**src/rtl/spi_load_scheduler_if.sv**
```systemverilog
// Request, buffer-strobe and loader-control signals of the SPI load scheduler.
// The requester/loader side uses master; the scheduler uses slave.
interface spi_load_scheduler_if;
  logic [2:0]  IMGSEL;
  logic        BOOTREQ;
  logic        PAGEREQ;
  logic [11:0] PAGEPOS;
  logic        BUFWCLK;
  logic [2:0]  IMGNUM;
  logic [2:0]  ACCTYPE;
  logic [11:0] ABSPOS;
  logic        BUSY;
  logic        BOOTDONE;
  logic        PAGEDONE;
  logic        ERR;

  modport master (
    output IMGSEL, BOOTREQ, PAGEREQ, PAGEPOS, BUFWCLK,
    input  IMGNUM, ACCTYPE, ABSPOS, BUSY, BOOTDONE, PAGEDONE, ERR
  );

  modport slave (
    input  IMGSEL, BOOTREQ, PAGEREQ, PAGEPOS, BUFWCLK,
    output IMGNUM, ACCTYPE, ABSPOS, BUSY, BOOTDONE, PAGEDONE, ERR
  );
endinterface

```
**src/rtl/spi_load_scheduler.sv**
```systemverilog
// Arbitrates boot/page load requests, drives the SPI flash loader and detects
// completion by counting synchronised buffer write strobes.
module spi_load_scheduler #(
  parameter logic [15:0] BOOT_BITS   = 16'd4096,
  parameter logic [15:0] PAGE_BITS   = 16'd584,
  parameter logic [11:0] POS_MAX     = 12'd2052,
  parameter logic [7:0]  IDLE_GAP    = 8'd4,
  parameter logic [23:0] TIMEOUT_CYC = 24'd1000000
) (
  input  logic                 MCLK,
  input  logic                 RESET,
  spi_load_scheduler_if.slave  bus
);

  typedef enum logic [2:0] {IDLE, SYNC, BOOT_RUN, PAGE_RUN, GAP} state_t;

  state_t      state_q, state_d;
  logic [2:0]  bufw_q, bufw_d;
  logic [15:0] edge_cnt_q, edge_cnt_d;
  logic [23:0] tmo_q, tmo_d;
  logic [7:0]  gap_q, gap_d;
  logic [2:0]  imgnum_q, imgnum_d;
  logic [11:0] abspos_q, abspos_d;
  logic [2:0]  acctype_q, acctype_d;
  logic        busy_q, busy_d;
  logic        bootdone_q, bootdone_d;
  logic        pagedone_q, pagedone_d;
  logic        err_q, err_d;
  logic        bufw_edge;
  logic [15:0] run_bits;

  // bufw_q[1:0] is the synchroniser, bufw_q[2] the edge-detect delay
  assign bufw_d    = {bufw_q[1:0], bus.BUFWCLK};
  assign bufw_edge = bufw_q[1] & ~bufw_q[2];
  assign run_bits  = (state_q == BOOT_RUN) ? BOOT_BITS : PAGE_BITS;

  always_comb begin
    state_d    = state_q;
    edge_cnt_d = edge_cnt_q;
    tmo_d      = tmo_q;
    gap_d      = gap_q;
    imgnum_d   = imgnum_q;
    abspos_d   = abspos_q;
    bootdone_d = 1'b0;
    pagedone_d = 1'b0;
    err_d      = 1'b0;

    case (state_q)
      IDLE: begin
        edge_cnt_d = '0;
        tmo_d      = '0;
        gap_d      = '0;
        if (bus.BOOTREQ) begin
          imgnum_d = bus.IMGSEL;
          abspos_d = '0;
          state_d  = BOOT_RUN;
        end else if (bus.PAGEREQ) begin
          if (bus.PAGEPOS <= POS_MAX) begin
            imgnum_d = bus.IMGSEL;
            abspos_d = bus.PAGEPOS;
            state_d  = SYNC;
          end else begin
            err_d   = 1'b1;
            state_d = GAP;
          end
        end
      end
      SYNC: state_d = PAGE_RUN;
      BOOT_RUN, PAGE_RUN: begin
        if (bufw_edge && edge_cnt_q != 16'hFFFF) edge_cnt_d = edge_cnt_q + 16'd1;
        if (tmo_q != 24'hFFFFFF) tmo_d = tmo_q + 24'd1;
        // Completion is tested first so an edge on the timeout cycle wins
        if (bufw_edge && edge_cnt_d == run_bits) begin
          bootdone_d = (state_q == BOOT_RUN);
          pagedone_d = (state_q == PAGE_RUN);
          state_d    = GAP;
        end else if (tmo_d == TIMEOUT_CYC) begin
          err_d   = 1'b1;
          state_d = GAP;
        end
      end
      GAP: begin
        if (gap_q + 8'd1 >= IDLE_GAP) state_d = IDLE;
        else gap_d = gap_q + 8'd1;
      end
      default: state_d = IDLE;
    endcase

    case (state_d)
      SYNC:     acctype_d = 3'b001;
      BOOT_RUN: acctype_d = 3'b110;
      PAGE_RUN: acctype_d = 3'b111;
      default:  acctype_d = 3'b000;
    endcase
    busy_d = (state_d != IDLE);
  end

  always_ff @(posedge MCLK) begin
    if (RESET) begin
      state_q    <= IDLE;
      bufw_q     <= '0;
      edge_cnt_q <= '0;
      tmo_q      <= '0;
      gap_q      <= '0;
      imgnum_q   <= '0;
      abspos_q   <= '0;
      acctype_q  <= '0;
      busy_q     <= 1'b0;
      bootdone_q <= 1'b0;
      pagedone_q <= 1'b0;
      err_q      <= 1'b0;
    end else begin
      state_q    <= state_d;
      bufw_q     <= bufw_d;
      edge_cnt_q <= edge_cnt_d;
      tmo_q      <= tmo_d;
      gap_q      <= gap_d;
      imgnum_q   <= imgnum_d;
      abspos_q   <= abspos_d;
      acctype_q  <= acctype_d;
      busy_q     <= busy_d;
      bootdone_q <= bootdone_d;
      pagedone_q <= pagedone_d;
      err_q      <= err_d;
    end
  end

  assign bus.IMGNUM   = imgnum_q;
  assign bus.ACCTYPE  = acctype_q;
  assign bus.ABSPOS   = abspos_q;
  assign bus.BUSY     = busy_q;
  assign bus.BOOTDONE = bootdone_q;
  assign bus.PAGEDONE = pagedone_q;
  assign bus.ERR      = err_q;

endmodule

```
**src/flat_wrapper.sv**
```systemverilog
// flat-port wrapper written by rule: the top's interface ports become plain ports
module spi_load_scheduler_flat 
#(
  parameter logic [15:0] BOOT_BITS   = 16'd4096,
  parameter logic [15:0] PAGE_BITS   = 16'd584,
  parameter logic [11:0] POS_MAX     = 12'd2052,
  parameter logic [7:0]  IDLE_GAP    = 8'd4,
  parameter logic [23:0] TIMEOUT_CYC = 24'd1000000
)
  (MCLK, RESET, bus_IMGSEL, bus_BOOTREQ, bus_PAGEREQ, bus_PAGEPOS, bus_BUFWCLK, bus_IMGNUM, bus_ACCTYPE, bus_ABSPOS, bus_BUSY, bus_BOOTDONE, bus_PAGEDONE, bus_ERR);
  spi_load_scheduler_if bus_i ();
  input  logic MCLK;
  input  logic RESET;
  input wire logic [$bits(bus_i.IMGSEL)-1:0] bus_IMGSEL;
  input wire logic [$bits(bus_i.BOOTREQ)-1:0] bus_BOOTREQ;
  input wire logic [$bits(bus_i.PAGEREQ)-1:0] bus_PAGEREQ;
  input wire logic [$bits(bus_i.PAGEPOS)-1:0] bus_PAGEPOS;
  input wire logic [$bits(bus_i.BUFWCLK)-1:0] bus_BUFWCLK;
  output wire logic [$bits(bus_i.IMGNUM)-1:0] bus_IMGNUM;
  output wire logic [$bits(bus_i.ACCTYPE)-1:0] bus_ACCTYPE;
  output wire logic [$bits(bus_i.ABSPOS)-1:0] bus_ABSPOS;
  output wire logic [$bits(bus_i.BUSY)-1:0] bus_BUSY;
  output wire logic [$bits(bus_i.BOOTDONE)-1:0] bus_BOOTDONE;
  output wire logic [$bits(bus_i.PAGEDONE)-1:0] bus_PAGEDONE;
  output wire logic [$bits(bus_i.ERR)-1:0] bus_ERR;
  assign bus_i.IMGSEL = bus_IMGSEL;
  assign bus_i.BOOTREQ = bus_BOOTREQ;
  assign bus_i.PAGEREQ = bus_PAGEREQ;
  assign bus_i.PAGEPOS = bus_PAGEPOS;
  assign bus_i.BUFWCLK = bus_BUFWCLK;
  assign bus_IMGNUM = bus_i.IMGNUM;
  assign bus_ACCTYPE = bus_i.ACCTYPE;
  assign bus_ABSPOS = bus_i.ABSPOS;
  assign bus_BUSY = bus_i.BUSY;
  assign bus_BOOTDONE = bus_i.BOOTDONE;
  assign bus_PAGEDONE = bus_i.PAGEDONE;
  assign bus_ERR = bus_i.ERR;
  spi_load_scheduler #(.BOOT_BITS(BOOT_BITS), .PAGE_BITS(PAGE_BITS), .POS_MAX(POS_MAX), .IDLE_GAP(IDLE_GAP), .TIMEOUT_CYC(TIMEOUT_CYC)) u_core (.MCLK(MCLK), .RESET(RESET), .bus(bus_i));
endmodule
```
**config.mk**
```make
export PLATFORM = sky130hd
export DESIGN_NAME = spi_load_scheduler_flat
export DESIGN_NICKNAME = d
export VERILOG_FILES = /design/src/rtl/spi_load_scheduler_if.sv /design/src/rtl/spi_load_scheduler.sv /design/src/flat_wrapper.sv
export SDC_FILE = /design/constraint.sdc
export NUM_CORES = 1
export LEC_CHECK = 0
export CAP_MARGIN = 20
export CELL_PAD_IN_SITES_DETAIL_PLACEMENT = 0
export CELL_PAD_IN_SITES_GLOBAL_PLACEMENT = 1
export CORE_MARGIN = 4
export CORE_UTILIZATION = 40
export DETAILED_ROUTE_END_ITERATION = 7
export GPL_TIMING_DRIVEN = 0
export PLACE_DENSITY = 0.74
export SYNTH_ARGS = -nofsm -noshare
export SYNTH_HDL_FRONTEND = slang
export SYNTH_SLANG_ARGS = --single-unit
```
**constraint.sdc**
```tcl
create_clock -name MCLK -period 4.3 [get_ports MCLK]
set_input_delay 0.86 -clock MCLK [delete_from_list [all_inputs] [get_ports MCLK]]
set_output_delay 0.86 -clock MCLK [all_outputs]
set_load 0.01 [all_outputs]
```
==> flow_summary.yaml, run 1 <==
status:
  outcome: "completed"
die:
  floorplan.initialDensity_pct: 40.8
  die_width_um: 113
  floorplan.core_area_um2: 10800
  design.die.area_um2: 12700
  chipHeight_um: 113
  boundaryPins: 42
  placementRows: 38
route:
  drt-vias-per-instance: 5.86
  route.detailed.wl_per_inst_um: 17.8
  wl_um: 13700
  routed-via-count: 4492
  post-route-drc-count: 0
  postRouteAntennaNets: 0
  drt_first_iter_violations: 318
  detailedRoute.firstPassIterationCount: 5
place:
  post-dp-hpwl_um: 9820
  replace_congestion: 0.877
  postPlaceCellArea_um2: 4990
  placement.io_buffers: 41
synthesis:
  post_synth_instance_area_um2: 4400
  synth_commonest_cells: "sky130_fd_sc_hd__dfxtp_1 (75), sky130_fd_sc_hd__nand2_1 (60), sky130_fd_sc_hd__a21oi_1 (59), sky130_fd_sc_hd__nor2_1 (59), sky130_fd_sc_hd__nand3_1 (32)"
  main_synth_ff_type: "sky130_fd_sc_hd__dfxtp_1"
  synth_top_cells_by_area: "sky130_fd_sc_hd__dfxtp_1 (34%), sky130_fd_sc_hd__a21oi_1 (6.7%), sky130_fd_sc_hd__nand2_1 (5.1%)"
  count_of_flip_flops_with_a_built_in_enable_after_synthesis: 0
  synth-async-reset-ratio_pct: 0
  yosysUniqueCellTypes: 69
  synthesis.instances: 570
  synth_most_common_cell: "sky130_fd_sc_hd__dfxtp_1"
  yosys_warnings: 0
  ys_ff_latch: 75
  synth_top_area_share_pct: 34.1
  synth.net_count: 593
  post_synth.cell_area_avg_um2: 7.72
  synth_top_cell_by_area: "sky130_fd_sc_hd__dfxtp_1"
  proportion_of_synthesized_chip_area_in_sequential_cells_pct: 34.1
sta:
  worst_hold_slack_across_all_endpoints_ns: 0.445
  skew_ns: 0.00955
  hold_viol: 0
  timing.final.setup_violations: 0
  worst_pin_slew_ns: 0.906
  relative_slew_margins_pct: 39.4
  rsz0062_at_grt: "no"
  timing.final.max_slew_violations: 0
  final_min_period_over_clock_period_pct: 71.1
  fmax_ghz: 0.327
  final.setup.tns_ns: 0
  period_minus_slack_ns: 3.06
worst_setup_path:
  arrival_ns: 3.35
  ff_to_ff_setup_slack_ns: 1.24
  worst-setup-path-type: "flop to flop"
  crit_path_max_fanout: 8
  worst-endpoint-required_ns: 4.59
  critPathLaunchType: "flop"
  critical_path.endpoint_type: "flop"
finish:
  nNetsFinal: 645
  number_of_antenna_diodes: 0
  postLayoutCellArea_um2: 5170
  final_layout_size_suffix_gt1_share_pct: 9.89
  area_growth_pct: 17.5
grt:
  track_usage_pct: 21.4
  grt_antenna_before_repair: 0
  globalRouteOverflowTotal: 0
  grt_pass1_wl_um: 22000
  grt_max_degree: 15
  grt_pass1_vias: 4341
power_and_ir_drop:
  leakagePower_uw: 0.00184
  power_per_cell_area_nw_per_um2: 285
  max-vdd-ir-drop_v: 0.000215
cts:
  cts-hold-fix-buffers: 0
  tritoncts_clock_tree: "yes"
  clk_root_buffer_cell: "sky130_fd_sc_hd__clkbuf_8"
  tritoncts.num_buffers: 9
  cts-root-to-sink-buffers: 2
  ctsHtreeMaxLevel: 3
  post_cts.repair.setup_buffers: 0
  ctsResizeCount: 0
  clk_lat_worst_skew_ns: 0.37
  clkTransAtPathRegs_ns: 0.09
  cts_num_sinks: 75
worst_hold_path:
  hold_path.class: "flop to flop"
job:
  max_cap_violations: 0
critical path: stages, from the launching register on:
cell,delay [ns]
sky130_fd_sc_hd__dfxtp_1,0.44
sky130_fd_sc_hd__ha_1,0.28
sky130_fd_sc_hd__and2_0,0.14
sky130_fd_sc_hd__buf_2,0.19
sky130_fd_sc_hd__nor4b_4,0.30
sky130_fd_sc_hd__nor3_2,0.12
sky130_fd_sc_hd__or4_4,0.44
sky130_fd_sc_hd__a2111oi_4,0.32
sky130_fd_sc_hd__nand4_2,0.20
sky130_fd_sc_hd__or3b_1,0.39
sky130_fd_sc_hd__a21oi_1,0.17
placed cells by master, fill, tap and decap left out, types with 9 or more instances in the layout:
master,synthesis,routed
sky130_fd_sc_hd__nand4_1,16,16
sky130_fd_sc_hd__clkdlybuf4s50_1,0,41
sky130_fd_sc_hd__and3_1,11,11
sky130_fd_sc_hd__clkbuf_8,0,10
sky130_fd_sc_hd__buf_2,18,18
sky130_fd_sc_hd__clkbuf_1,24,24
sky130_fd_sc_hd__nor3_1,21,21
sky130_fd_sc_hd__and4_1,10,10
sky130_fd_sc_hd__nand3_1,32,32
sky130_fd_sc_hd__nand2_1,60,60
sky130_fd_sc_hd__nor4_1,10,10
sky130_fd_sc_hd__nor2_1,59,59
sky130_fd_sc_hd__dfxtp_1,75,75
sky130_fd_sc_hd__a31oi_1,9,9
sky130_fd_sc_hd__a21oi_1,59,59
sky130_fd_sc_hd__o21ai_0,29,29
sky130_fd_sc_hd__a311oi_1,10,10
state kept, by name, summed over array words and instances (netlist names):
| signal | cells |
|---|---|
| u_core.tmo_q | 24 |
| u_core.edge_cnt_q | 16 |
| u_core.bus.ABSPOS | 12 |
| u_core.gap_q | 8 |
| u_core.bufw_q | 3 |
| u_core.bus.IMGNUM | 3 |
| u_core.state_q | 3 |
| u_core.bus.ACCTYPE | 2 |
| u_core.bus.BOOTDONE | 1 |
| u_core.bus.BUSY | 1 |
| u_core.bus.ERR | 1 |
| u_core.bus.PAGEDONE | 1 |
per-stage QoR:
step / power [uW] / setup slack [ns] / instances / utilization [%]
4_1_cts: 1490 / 1.28 / 767 / 47.9
3_5_place_dp: 961 / 1.15 / 751 / 46.2
5_1_grt: 1540 / 1.05 / 767 / 47.9
3_3_place_gp: 958 / 1.19 / 751 / 46.2
6_report: 1480 / 1.24 / 767 / 47.9
2_1_floorplan: 856 / 1.63 / 570 / -
cell families after synthesis:
family / count (synthesis) / synth area share [%]
adders and majority gates: 3 / 0.853
DFF: 75 / 34.1
buffers and inverters: 51 / 5.12
AOI/OAI and AO/OA: 146 / 21.3
xor gates and xnor gates: 11 / 2.19
and+or+nand+nor: 276 / 34.6
muxes: 8 / 1.85
report_power, final:
group          switching (uW)  internal (uW)
clock network             300            230
logic                     145           79.4
registers                10.5            710
area by class of cell:
class / instances / area (um2)
fillers: 1073 / 5620
multi-input cells: 444 / 2680
flip-flops and latches: 75 / 1500
repair buffers: 41 / 410
plain buffers: 45 / 203
well taps: 140 / 175
clock buffers: 10 / 138
clock inverters: 6 / 46.3
inverters: 6 / 22.5
layer usage:
layer / up-vias / global-route usage (%) / share of wire [%]
met5: - / 0 / 0
met4: 0 / 6.73 / 2.3
li1: 2210 / - / -
met2: 147 / 34.4 / 44
met1: 2109 / 28.3 / 46
met3: 26 / 5.61 / 7.4
worst paths after layout:
check	start	to	depth (start not counted)
hold / removal	u_core.bufw_q[0]	u_core.bufw_q[1]	1
setup / recovery	u_core.tmo_q[0]	u_core.bus.ERR	10
hold reg to reg	u_core.bufw_q[0]	u_core.bufw_q[1]	1
setup reg to reg	u_core.tmo_q[0]	u_core.bus.ERR	10
No activity file was read; power rests on OpenSTA's default activity.
==> inputs of run 2 (changes only) <==
==> constraint.sdc (replaced) <==
create_clock -name MCLK -period 3.11 [get_ports MCLK]
set_input_delay 0.622 -clock MCLK [delete_from_list [all_inputs] [get_ports MCLK]]
set_output_delay 0.622 -clock MCLK [all_outputs]
set_load 0.01 [all_outputs]
==> run 2 against run 1 <==
Critical path depth is the same. Sequential cell count is the same. Fmax grew 3.3%. Worst hold slack gained 0.0019 ns. Utilization grew 0.39 points. Setup slack lost 1.1 ns. Global-route usage is the same. Cell area grew 0.82%. Clock skew shrank 0.00096 ns. Critical path type unchanged. Die area is the same. Wire length shrank 0.20%.
==> flow_summary.yaml, run 2 (synthesized netlist as in run 1, its figures left out) <==
status:
  outcome: "completed"
route:
  route.detailed.wl_per_inst_um: 17.8
  post-route-drc-count: 0
  drt_first_iter_violations: 323
  postRouteAntennaNets: 0
  routed-via-count: 4544
  wl_um: 13600
  detailedRoute.firstPassIterationCount: 5
  drt-vias-per-instance: 5.92
worst_setup_path:
  startpoint_of_the_worst_slack_reg_to_reg_timing_path: "u_core.tmo_q[1]"
  crit_path_max_fanout: 8
  rr_worst_depth: 10
  arrival_ns: 3.25
  critPathLaunchType: "flop"
  critical_path.endpoint_type: "flop"
  worst-setup-path-type: "flop to flop"
  worst-endpoint-required_ns: 3.40
  ff_to_ff_setup_slack_ns: 0.15
  r2r_end: "u_core.bus.ERR"
sta:
  period_minus_slack_ns: 2.96
  hold_viol: 0
  timing.final.setup_violations: 0
  timing.final.max_slew_violations: 0
  fmax_ghz: 0.338
  final_min_period_over_clock_period_pct: 95.1
  rsz0062_at_grt: "no"
  skew_ns: 0.00859
  worst_hold_slack_across_all_endpoints_ns: 0.446
  worst_pin_slew_ns: 0.911
  relative_slew_margins_pct: 39.0
  final.setup.worst_slack_ns: 0.151
  final.setup.tns_ns: 0
die:
  boundaryPins: 42
  placementRows: 38
  die_width_um: 113
  floorplan.core_area_um2: 10800
  chipHeight_um: 113
  floorplan.initialDensity_pct: 40.8
  design.die.area_um2: 12700
finish:
  largest_register_ff_count: 24
  most-common-layout-cells: "sky130_fd_sc_hd__dfxtp_1 (73), sky130_fd_sc_hd__nand2_1 (60), sky130_fd_sc_hd__nor2_1 (59), sky130_fd_sc_hd__a21oi_1 (59), sky130_fd_sc_hd__clkdlybuf4s50_1 (41)"
  number_of_antenna_diodes: 0
  regMostFlops: "u_core.tmo_q"
  area_of_the_multi_input_gates_um2: 2720
  footprint_of_the_flip_flops_and_latches_um2: 1500
  nNetsFinal: 645
  fillers: 1065
  area_growth_pct: 18.4
  commonest_non_fill_non_tap_cell_in_the_layout: "sky130_fd_sc_hd__dfxtp_1"
  utilization_pct: 48.3
  final_layout_size_suffix_gt1_share_pct: 11.0
power_and_ir_drop:
  max-vdd-ir-drop_v: 0.000299
  leakagePower_uw: 0.00185
  totalPowerFinal_uw: 2030
  power_per_cell_area_nw_per_um2: 390
place:
  post-dp-hpwl_um: 9820
  replace_congestion: 0.877
  dp_worst_setup_slack_ns: 0.113
  placement.io_buffers: 41
grt:
  grt_pass1_vias: 4341
  grt_antenna_before_repair: 0
  globalRouteOverflowTotal: 0
  track_usage_pct: 21.4
  grt_pass1_wl_um: 22000
  grt_max_degree: 15
cts:
  clk_root_buffer_cell: "sky130_fd_sc_hd__clkbuf_8"
  tritoncts.num_buffers: 9
  ctsHtreeMaxLevel: 3
  tritoncts_clock_tree: "yes"
  cts-hold-fix-buffers: 0
  clkTransAtPathRegs_ns: 0.09
  cts-root-to-sink-buffers: 2
  cts_num_sinks: 75
  clk_lat_worst_skew_ns: 0.36
worst_hold_path:
  worst_hold_startpoint: "u_core.bufw_q[0]"
  min_delay_worst_endpoint: "u_core.bufw_q[1]"
  hold_path_depth: 1
  hold_path.class: "flop to flop"
job:
  max_cap_violations: 0
## run 2: changes by cell type in the layout (fill, tap and decap cells not counted)
cell and change:
sky130_fd_sc_hd__nor4_2 +2, sky130_fd_sc_hd__ha_2 +2, sky130_fd_sc_hd__nand3_4 +1, sky130_fd_sc_hd__ha_1 -2
sky130_fd_sc_hd__dfxtp_1 -2, sky130_fd_sc_hd__nor4_4 +1, sky130_fd_sc_hd__dfxtp_2 +2, sky130_fd_sc_hd__nor4_1 -3
sky130_fd_sc_hd__nand3_2 -1
## run 2: layer usage
metal  global-route usage (%)  share of wire (%)
met5                        0                  0
met4                     6.73                2.4
met3                     5.61                6.7
met2                     34.4                 44
met1                     28.3                 46
## run 2: report_power, final
part	switching [uW]	total, uW	internal, uW
Clock	409	728	318
Sequential	14.6	997	982
Combinational	200	310	110
Total	624	2030	1410
## run 2: what timing repair did
action	CTS	global route
buffers inserted	0	0
endpoints found under the setup margin	0	7
gates resized for setup	0	9
## run 2: cell type report
class,count,share of cell area [%]
sequential,75,28.8
tap,140,3.36
clock inverter,6,0.888
buffer,45,3.89
inverter,6,0.432
multi-input combinational,444,52.1
timing repair buffer,41,7.87
clock buffer,10,2.64
## run 2: worst max path at each step
stage                               startpoint                    end  slack (ns)  cells after the start
final                          u_core.tmo_q[1]         u_core.bus.ERR        0.15                     10
after global routing      u_core.edge_cnt_q[5]  u_core.bus.ACCTYPE[1]        0.01                      8
after CTS                      u_core.tmo_q[0]         u_core.bus.ERR        0.09                     10
after detailed placement       u_core.tmo_q[0]         u_core.bus.ERR        0.11                     10
after global placement         u_core.tmo_q[0]         u_core.bus.ERR        0.09                     10
after floorplan           u_core.edge_cnt_q[0]  u_core.bus.ACCTYPE[0]        0.44                      9
## run 2: worst max-delay path, cell delays in order (launching register included)
cell and delay (ns):
sky130_fd_sc_hd__dfxtp_1 0.39, sky130_fd_sc_hd__ha_2 0.24, sky130_fd_sc_hd__and2_0 0.12, sky130_fd_sc_hd__buf_2 0.19, sky130_fd_sc_hd__nor4b_4 0.30, sky130_fd_sc_hd__nor3_2 0.12
sky130_fd_sc_hd__or4_4 0.44, sky130_fd_sc_hd__a2111oi_4 0.32, sky130_fd_sc_hd__nand4_2 0.20, sky130_fd_sc_hd__or3b_1 0.39, sky130_fd_sc_hd__a21oi_1 0.17
## run 2: metrics by stage
step                area [um2]  instances
floorplan                 4400        570
CTS                       5170        767
global placement          4990        751
finish                    5220        767
global route              5220        767
detailed placement        4990        751
==> inputs of run 3 (changes only) <==
--- a/config.mk
+++ b/config.mk
@@ -8,11 +8,13 @@
 export CAP_MARGIN = 20
 export CELL_PAD_IN_SITES_DETAIL_PLACEMENT = 0
 export CELL_PAD_IN_SITES_GLOBAL_PLACEMENT = 1
+export CORE_ASPECT_RATIO = 1.75
 export CORE_MARGIN = 4
 export CORE_UTILIZATION = 40
+export CTS_CLUSTER_SIZE = 20
 export DETAILED_ROUTE_END_ITERATION = 7
 export GPL_TIMING_DRIVEN = 0
-export PLACE_DENSITY = 0.74
+export PLACE_DENSITY_LB_ADDON = 0.1
 export SYNTH_ARGS = -nofsm -noshare
 export SYNTH_HDL_FRONTEND = slang
 export SYNTH_SLANG_ARGS = --single-unit
==> run 3 against run 2 <==
Critical path depth down 2. Count of clock-buffer cells in the layout decreased by 1. Register-to-register slack barely moved. Largest power group is now the clock network. Largest cell class unchanged.
==> flow_summary.yaml, run 3 (synthesized netlist as in run 1, its figures left out) <==
die:
  chipHeight_um: 147
  die_width_um: 87.3
  floorplan.initialDensity_pct: 40.9
  floorplan.core_area_um2: 10800
  boundaryPins: 42
  placementRows: 50
  design.die.area_um2: 12800
worst_setup_path:
  arrival_ns: 3.16
  cpPeakStageDelay_ns: 0.61
  timing.critical_path.buf_inv: 0
  crit_path_top_delay_cell: "sky130_fd_sc_hd__or4_4"
  path_cells: "nand4_2, or4_4, nand4_1, nor3b_4, o221a_1, or4b_4, a21oi_1, a211oi_1"
  critical_path.endpoint_type: "flop"
  worst-endpoint-required_ns: 3.29
  cpLargestDelayFamily: "simple AND/OR/NAND/NOR gates"
  critPathLaunchType: "flop"
  crit_path_max_fanout: 8
  worst-setup-path-type: "flop to flop"
power_and_ir_drop:
  sequential_power_share_pct: 42.7
  power_per_cell_area_nw_per_um2: 436
  share_clk_of_total_power_pct: 44.0
  max-vdd-ir-drop_v: 0.000275
  leakagePower_uw: 0.00191
  cell_internal_pwr_uw: 1710
  switching_power_uw: 625
  p_comb_share_pct: 13.3
  net_switching_fraction_of_the_power_pct: 26.7
finish:
  nNetsFinal: 648
  final_cell_count_no_fill: 760
  regMostFlops: "u_core.tmo_q"
  number_of_antenna_diodes: 0
  area_growth_pct: 21.8
  largest_register_ff_count: 24
  commonest_non_fill_non_tap_cell_in_the_layout: "sky130_fd_sc_hd__dfxtp_1"
  postLayoutCellArea_um2: 5360
  most-common-layout-cells: "sky130_fd_sc_hd__dfxtp_1 (73), sky130_fd_sc_hd__nand2_1 (60), sky130_fd_sc_hd__nor2_1 (59), sky130_fd_sc_hd__a21oi_1 (59), sky130_fd_sc_hd__clkdlybuf4s50_1 (41)"
  final_layout_size_suffix_gt1_share_pct: 11.7
place:
  post-dp-hpwl_um: 10900
  dp_cells: 741
  placement.io_buffers: 41
  postPlaceCellArea_um2: 4980
  replace_congestion: 0.880
cts:
  cts_num_sinks: 75
  cts-root-to-sink-buffers: 2
  clk_lat_worst_skew_ns: 0.33
  clk_root_buffer_cell: "sky130_fd_sc_hd__clkbuf_16"
  tritoncts_clock_tree: "yes"
  tritoncts.num_buffers: 9
  clkTransAtPathRegs_ns: 0.06
  ctsHtreeMaxLevel: 3
sta:
  skew_ns: 0.00942
  hold_viol: 0
  relative_slew_margins_pct: 41.1
  timing.final.max_slew_violations: 0
  fmax_ghz: 0.337
  final_min_period_over_clock_period_pct: 95.5
  rsz0062_at_grt: "no"
  period_minus_slack_ns: 2.97
  worst_pin_slew_ns: 0.880
  timing.final.setup_violations: 0
grt:
  grt_antenna_before_repair: 0
  grt_pass1_vias: 4558
  grt_pass1_wl_um: 22500
  globalRouteOverflowTotal: 0
  grt_max_degree: 14
  track_usage_pct: 22.6
route:
  routed-via-count: 4644
  post-route-drc-count: 0
  drt_first_iter_violations: 253
  wl_um: 14600
  postRouteAntennaNets: 0
  detailedRoute.firstPassIterationCount: 5
  drt-vias-per-instance: 6.11
  route.detailed.wl_per_inst_um: 19.2
job:
  max_cap_violations: 0
status:
  outcome: "completed"
worst_hold_path:
  hold_path.class: "flop to flop"
[run 3: cell count changes in the layout (fill, tap and decap cells not counted), moves of 2 or more]
cell / previous run / this run
sky130_fd_sc_hd__clkbuf_8: 10 / 0
sky130_fd_sc_hd__inv_6: 3 / 1
sky130_fd_sc_hd__clkinv_2: 1 / 4
sky130_fd_sc_hd__clkbuf_16: 0 / 9
sky130_fd_sc_hd__buf_4: 3 / 6
[run 3: layer usage]
layer	share of wire [%]	vias to the layer above	track usage, %
met5	0	-	0
met4	6.4	0	15.5
met3	3.7	57	3.42
met2	53	149	41.5
met1	36	2210	22.3
li1	-	2228	-
[run 3: worst paths after layout]
check	startpoint	to	slack [ns]	depth (start not counted)
setup reg to reg	u_core.edge_cnt_q[14]	u_core.bus.ACCTYPE[1]	0.14	8
hold reg to reg	u_core.bufw_q[0]	u_core.bufw_q[1]	0.44	1
setup / recovery	u_core.edge_cnt_q[14]	u_core.bus.ACCTYPE[1]	0.14	8
hold / removal	u_core.bufw_q[0]	u_core.bufw_q[1]	0.44	1
[run 3: area by class of cell]
cell class,instances,area [um2]
clock buffer,9,225
tap,130,163
multi-input combinational,444,2750
buffer,45,203
fill,1115,5400
inverter,6,22.5
sequential,75,1500
clock inverter,7,66.3
timing repair buffer,44,433
[run 3: power groups by stage]
stage	clock network (uW)	registers [uW]	logic [uW]
5_1_grt	1100	1000	343
2_1_floorplan	0	1020	159
3_5_place_dp	0	1020	308
4_1_cts	1050	998	309
6_report	1030	999	311
3_3_place_gp	0	1020	306
[run 3: what timing repair did]
action	in CTS	in global routing
endpoints found under the setup margin	4	8
resized for setup	2	11
setup buffers	0	3
pin swaps	0	2
hold buffers	0	0
[run 3: stage by stage]
step           hold WS, ns  power (uW)  util, %  setup WS, ns  TNS, ns
2_1_floorplan        0.414        1180        -         0.440        0
3_3_place_gp         0.421        1320     46.2       -0.0789   -0.204
3_5_place_dp         0.427        1330     46.2       -0.0274  -0.0418
4_1_cts              0.441        2360     49.0        0.0250        0
5_1_grt              0.461        2440     49.8       0.00926        0
6_report             0.437        2340     49.8         0.139        0
